==> src/rtl/mon_packet_tx_if.sv <==
// Parallel packet handshake between the op encoder and the monitor-bus transmitter.
interface mon_packet_tx_if #(
   parameter int unsigned DATA_W = 40
);
   logic [DATA_W-1:0] in_data;
   logic              in_valid;
   logic              in_ready;

   modport master (output in_data, output in_valid, input in_ready);
   modport slave  (input in_data, input in_valid, output in_ready);
endinterface

==> src/rtl/mon_packet_tx.sv <==
// Monitor-bus serial transmitter: start bit, MSB-first payload, stop bit, idle gap.
// One skid-buffer word waits behind the active shift register.
module mon_packet_tx #(
   parameter int unsigned DATA_W = 40,
   parameter int unsigned GAP    = 8
) (
   input  logic            mon_clk,
   input  logic            rst,
   mon_packet_tx_if.slave  in_if,
   output logic            from_mon,
   output logic            busy,
   output logic            tx_done,
   output logic            pending
);
   localparam int unsigned BW = (DATA_W > 1) ? $clog2(DATA_W) : 1;

   typedef enum logic [2:0] {
      S_IDLE,
      S_START,
      S_DATA,
      S_STOP,
      S_GAP
   } state_t;

   state_t            state, state_nx;
   logic [DATA_W-1:0] sreg, sreg_nx;
   logic [DATA_W-1:0] buf_data;
   logic              buf_full;
   logic [BW-1:0]     bcnt, bcnt_nx;
   logic [7:0]        gcnt, gcnt_nx;
   logic              load;
   logic              accept;
   logic              from_mon_nx;
   logic              tx_done_nx;

   assign in_if.in_ready = !buf_full;
   assign accept         = in_if.in_valid && !buf_full;
   assign busy           = (state != S_IDLE);
   assign pending        = buf_full;

   // Line and tx_done are registered from the current state, so they trail it by one cycle.
   always_comb begin
      state_nx    = state;
      sreg_nx     = sreg;
      bcnt_nx     = bcnt;
      gcnt_nx     = gcnt;
      load        = 1'b0;
      from_mon_nx = 1'b1;
      tx_done_nx  = 1'b0;
      case (state)
         S_IDLE: begin
            if (buf_full) begin
               load     = 1'b1;
               sreg_nx  = buf_data;
               state_nx = S_START;
            end
         end
         S_START: begin
            from_mon_nx = 1'b0;
            bcnt_nx     = BW'(DATA_W - 1);
            state_nx    = S_DATA;
         end
         S_DATA: begin
            from_mon_nx = sreg[DATA_W-1];
            sreg_nx     = {sreg[DATA_W-2:0], 1'b0};
            if (bcnt == '0) begin
               state_nx = S_STOP;
            end else begin
               bcnt_nx = bcnt - BW'(1);
            end
         end
         S_STOP: begin
            tx_done_nx = 1'b1;
            gcnt_nx    = 8'(GAP);
            state_nx   = S_GAP;
         end
         S_GAP: begin
            gcnt_nx = gcnt - 8'd1;
            if (gcnt == 8'd1) begin
               if (buf_full) begin
                  load     = 1'b1;
                  sreg_nx  = buf_data;
                  state_nx = S_START;
               end else begin
                  state_nx = S_IDLE;
               end
            end
         end
         default: state_nx = S_IDLE;
      endcase
   end

   always_ff @(posedge mon_clk or posedge rst) begin
      if (rst) begin
         state    <= S_IDLE;
         sreg     <= '0;
         bcnt     <= '0;
         gcnt     <= '0;
         from_mon <= 1'b1;
         tx_done  <= 1'b0;
      end else begin
         state    <= state_nx;
         sreg     <= sreg_nx;
         bcnt     <= bcnt_nx;
         gcnt     <= gcnt_nx;
         from_mon <= from_mon_nx;
         tx_done  <= tx_done_nx;
      end
   end

   // An accept wins over a drain so a word arriving on the load edge is never dropped.
   always_ff @(posedge mon_clk or posedge rst) begin
      if (rst) begin
         buf_data <= '0;
         buf_full <= 1'b0;
      end else if (accept) begin
         buf_data <= in_if.in_data;
         buf_full <= 1'b1;
      end else if (load) begin
         buf_full <= 1'b0;
      end
   end
endmodule

==> src/flat_wrapper.sv <==
// flat-port wrapper written by rule: the top's interface ports become plain ports
module mon_packet_tx_flat 
#(
   parameter int unsigned DATA_W = 40,
   parameter int unsigned GAP    = 8
)
  (mon_clk, rst, from_mon, busy, tx_done, pending, in_if_in_data, in_if_in_valid, in_if_in_ready);
  mon_packet_tx_if #(.DATA_W(DATA_W)) in_if_i ();
  input  logic mon_clk;
  input  logic rst;
  output logic from_mon;
  output logic busy;
  output logic tx_done;
  output logic pending;
  input wire logic [$bits(in_if_i.in_data)-1:0] in_if_in_data;
  input wire logic [$bits(in_if_i.in_valid)-1:0] in_if_in_valid;
  output wire logic [$bits(in_if_i.in_ready)-1:0] in_if_in_ready;
  assign in_if_i.in_data = in_if_in_data;
  assign in_if_i.in_valid = in_if_in_valid;
  assign in_if_in_ready = in_if_i.in_ready;
  mon_packet_tx #(.DATA_W(DATA_W), .GAP(GAP)) u_core (.mon_clk(mon_clk), .rst(rst), .in_if(in_if_i), .from_mon(from_mon), .busy(busy), .tx_done(tx_done), .pending(pending));
endmodule
==> config.mk <==
export PLATFORM = sky130hd
export DESIGN_NAME = mon_packet_tx_flat
export DESIGN_NICKNAME = d
export VERILOG_FILES = /design/src/rtl/mon_packet_tx_if.sv /design/src/rtl/mon_packet_tx.sv /design/src/flat_wrapper.sv
export SDC_FILE = /design/constraint.sdc
export NUM_CORES = 1
export LEC_CHECK = 0
export ABC_AREA = 1
export BUFFER_PORTS_ARGS = -buffer_cell sky130_fd_sc_hd__buf_2
export CAP_MARGIN = 20
export CORE_MARGIN = 2
export CORE_UTILIZATION = 30
export CTS_BUF_LIST = sky130_fd_sc_hd__clkbuf_16
export CTS_CLUSTER_DIAMETER = 60
export CTS_CLUSTER_SIZE = 12
export DETAILED_ROUTE_END_ITERATION = 8
export GPL_TIMING_DRIVEN = 0
export SLEW_MARGIN = 20
export SYNTH_ARGS = -nofsm -noshare
export SYNTH_HDL_FRONTEND = slang
export SYNTH_SLANG_ARGS = --single-unit
==> constraint.sdc <==
create_clock -name mon_clk -period 2.7 [get_ports mon_clk]
set_clock_uncertainty 0.1 [all_clocks]
set_input_delay 0 -clock mon_clk [delete_from_list [all_inputs] [get_ports mon_clk]]
set_output_delay 0 -clock mon_clk [all_outputs]
set_load 0.02 [all_outputs]
==> summary.md <==
| Metric | Value |
|---|---|
| Status | finished clean |
| Cts bufs inserted | 9 |
| Clock sinks | 100 |
| Leak | 3.082 nW |
| Share of layout cells above drive strength 1 | 22.19% |
| Worst-Skew Late Latency | 0.35 ns |
| WS Path Type | flip-flop to flip-flop |
| Count of final max-slew check failures | 0 |
| Area taken by multi-input logic gates | 1882 sq um |
| Most common cell in the synthesized netlist | nand2_1 |
| Crit Path Max Fanout | 10 |
| Req. time, crit path | 2.83 ns |
| WL/cell | 12.17 um |
| Remaining Overflow, GRT | 0 |
| Synth warn | 0 |
| I/O Buffers | 47 |
| Row count | 45 |
| Max-slew headroom | 59.71% |
| Syn Std Cell Area | 4601 sq um |
| Final hold slack | 0.1577 ns |
| Die Span Y | 127.8 um |
| Vias in the first global route | 3,741 |
| Endpoints failing setup | 0 |
| Drt first pass iters | 5 |
| FMAX | 571.3 MHz |
| DR vias/cell | 4.504 |
| Worst-margin pin slew | 0.6030 ns |
| Top_reg_cell synth | dfrtp_1 |
| Routed via count | 3,689 |
| Fin crit share | 64.83% |
| Max IR drop VDD | 359.2 uV |
| GRT Resource Usage Total | 13.27% |
| Switching fraction of total power | 24.12% |
| IO Pins | 48 |
| Dpl hpwl | 7037 um |
| Unrepaired setup endpoints after global routing | false |
| Sequential-to-total area share from yosys stat | 54.42% |
| Proportion of power drawn by the clock network | 35.6% |
| Layout Nets | 673 |
| CP Cell Sequence | inv_1, ha_1, nand2_1, o21ai_2, nand2_2, buf_4, nand2_1, nand2_1 |
| HP Class | primary input to flip-flop |
| CTS tree | done |
| Max Cap Violations | 0 |
| CP max stage delay | 0.36 ns |
| Antenna violations before repair | 0 |
| Initial core utilization | 30.49% |
| Max Root-Sink Buffers | 2 |
| Dominant cells by area after synthesis | dfrtp_1 (54%), nand2_1 (19%), mux2_2 (9.5%) |
| Root Buffer | clkbuf_16 |
| Worst setup SP type | flip-flop |
| Comb power frac | 15.6% |
| Pwr Density | 641.4 nW/um^2 |
| Commonest cells in the netlist | nand2_1 (235), dfrtp_1 (99), nand3_1 (55), mux2_2 (39), nor2_1 (21) |
| Mapped Cells | 524 |
| Fin crit period | 1.750 ns |
| Post-layout worst setup margin | 0.9497 ns |
| Final ANT Viol Nets | 0 |
| Post-Route Utilization | 38.90% |
| Die area | 16,340 sq um |
| Crit path capture type | flip-flop |
| Ys async rst share | 100.0% |
| Critical-path top delay cell | dfrtp_1 |
| Syn avg cell area | 8.780 sq um |
| Area Overhead vs Synth | 27.58% |
| Drt initial violations | 186 |
| Post-synth EDFFs | 0 |
| Largest net degree at the start of global routing | 35 |
| Post-route DRC | 0 |
| Top cell type's share of synthesized area | 53.85% |
| RD Place Congestion | 0.7869 |
| Flops & latches, synth | 100 |
| Sw power | 0.9081 mW |
| Core area | 15,090 sq um |
| H-Tree Depth | 3 |
| ANT cells | 0 |
| Post-Syn Nets | 571 |
| Post-place setup slack | 0.9203 ns |
| Number of unique standard cell types used by synthesis | 22 |
| Register area | 2504 sq um |
| Cell mode on critical path | nand2_1 |
| Clock transition at path regs | 0.07 ns |
| Post-synth top area cell | dfrtp_1 |
| TNS Setup | 0 ns |
| Sequential share of power | 48.8% |
| P_int | 2.856 mW |
| Worst Path Arrival | 1.88 ns |
| # fillers | 1,497 |
| Die width | 127.8 um |
| First-pass GRT wire length | 17,360 um |
| Final Hold Viols | 0 |
| Final WL | 9965 um |
[layout make-up]
class / count / share of cell area [%]
Clock buffer: 9 / 3.837
Timing Repair Buffer: 91 / 12.28
Multi-Input combinational cell: 380 / 32.06
Inverter: 20 / 1.343
Sequential cell: 100 / 42.66
Clock inverter: 7 / 1.428
Tap cell: 188 / 4.008
Buffer: 24 / 2.388
[per-stage QoR]
| step | cells | power (mW) | cell area (sq um) |
|---|---|---|---|
| 5_1_grt | 819 | 3.986 | 5869 |
| 4_1_cts | 819 | 3.826 | 5869 |
| 6_report | 819 | 3.764 | 5869 |
| 3_3_place_gp | 759 | 2.381 | 5075 |
| 3_5_place_dp | 762 | 2.418 | 5150 |
| 2_1_floorplan | 524 | 2.251 | 4604 |
[cells in the final DEF, fill, tap and decap left out, types with 3 or more instances in the layout]
| master | netlist | layout |
|---|---|---|
| inv_1 | 17 | 18 |
| nor2_2 | 3 | 3 |
| nand3_1 | 55 | 55 |
| buf_2 | 16 | 63 |
| nand2_2 | 4 | 4 |
| dfrtp_1 | 99 | 99 |
| nor2_1 | 21 | 21 |
| buf_4 | 8 | 8 |
| nand2_1 | 235 | 235 |
| mux2_2 | 39 | 39 |
| inv_2 | 3 | 3 |
| ha_1 | 4 | 4 |
| dlygate4sd3_1 | 0 | 41 |
| clkbuf_16 | 0 | 9 |
| o21ai_0 | 9 | 9 |
[state kept, by name, summed over array words and instances (netlist names)]
name             count
u_core.tx_done       1
u_core.sreg         40
u_core.gcnt          8
u_core.from_mon      1
u_core.buf_data     40
u_core.state         3
u_core.bcnt          6
u_core.pending       1
[routing by layer]
layer  vias to the layer above  part of all wire (%)  track usage (%)
met5                         -                     0                0
met2                        59                    48            21.52
met4                         0                   2.4            7.111
met1                      1743                    47            16.85
li1                       1872                     -                -
met3                        15                   3.2            2.462
[power by group through the flow]
stage,sequential [mW],clock (mW),combinational (mW)
floorplan,1.82,0,0.430
global placement,1.86,0,0.524
detailed placement,1.87,0,0.551
CTS,1.84,1.39,0.599
global route,1.87,1.45,0.671
finish,1.84,1.34,0.587
[repair_timing]
action,in CTS,in global routing
hold buffers,41,0
resized for setup,0,0
endpoints found under the setup margin,0,0
endpoints found under the hold margin,105,0
setup buffers,0,0
[worst paths after layout]
| check | from | to | slack, ns | cells past startpoint |
|---|---|---|---|---|
| setup reg to reg | u_core.gcnt[1] | u_core.sreg[34] | 0.95 | 8 |
| hold reg to reg | u_core.sreg[38] | u_core.sreg[38] | 0.37 | 2 |
| setup / recovery | u_core.gcnt[1] | u_core.sreg[34] | 0.95 | 8 |
| hold / removal | in_if_in_valid | u_core.buf_data[9] | 0.16 | 3 |
| min in group asynchronous | rst | u_core.sreg[6] | 0.18 | 3 |
| max in group asynchronous | rst | u_core.sreg[17] | 1.58 | 5 |
[critical path, delay by kind of cell (launching register included)]
kind                       cells  cell delay (ns)
AOI/OAI and AO/OA              1             0.36
adders and majority gates      1             0.16
buffers and inverters          2             0.31
DFF                            1             0.36
and+or+nand+nor                4             0.35
[cell families after synthesis]
family / count (synthesis) / share of synthesized area, %
AND/OR/NAND/NOR: 322 / 28.37
AO/OA/AOI/OAI: 14 / 1.713
flip-flops: 100 / 54.42
XOR/XNOR: 1 / 0.1904
multiplexers: 39 / 9.546
adder cells (fa/ha/maj): 4 / 1.088
buffers and inverters: 44 / 4.678
Power figures use the tool's default switching activity.
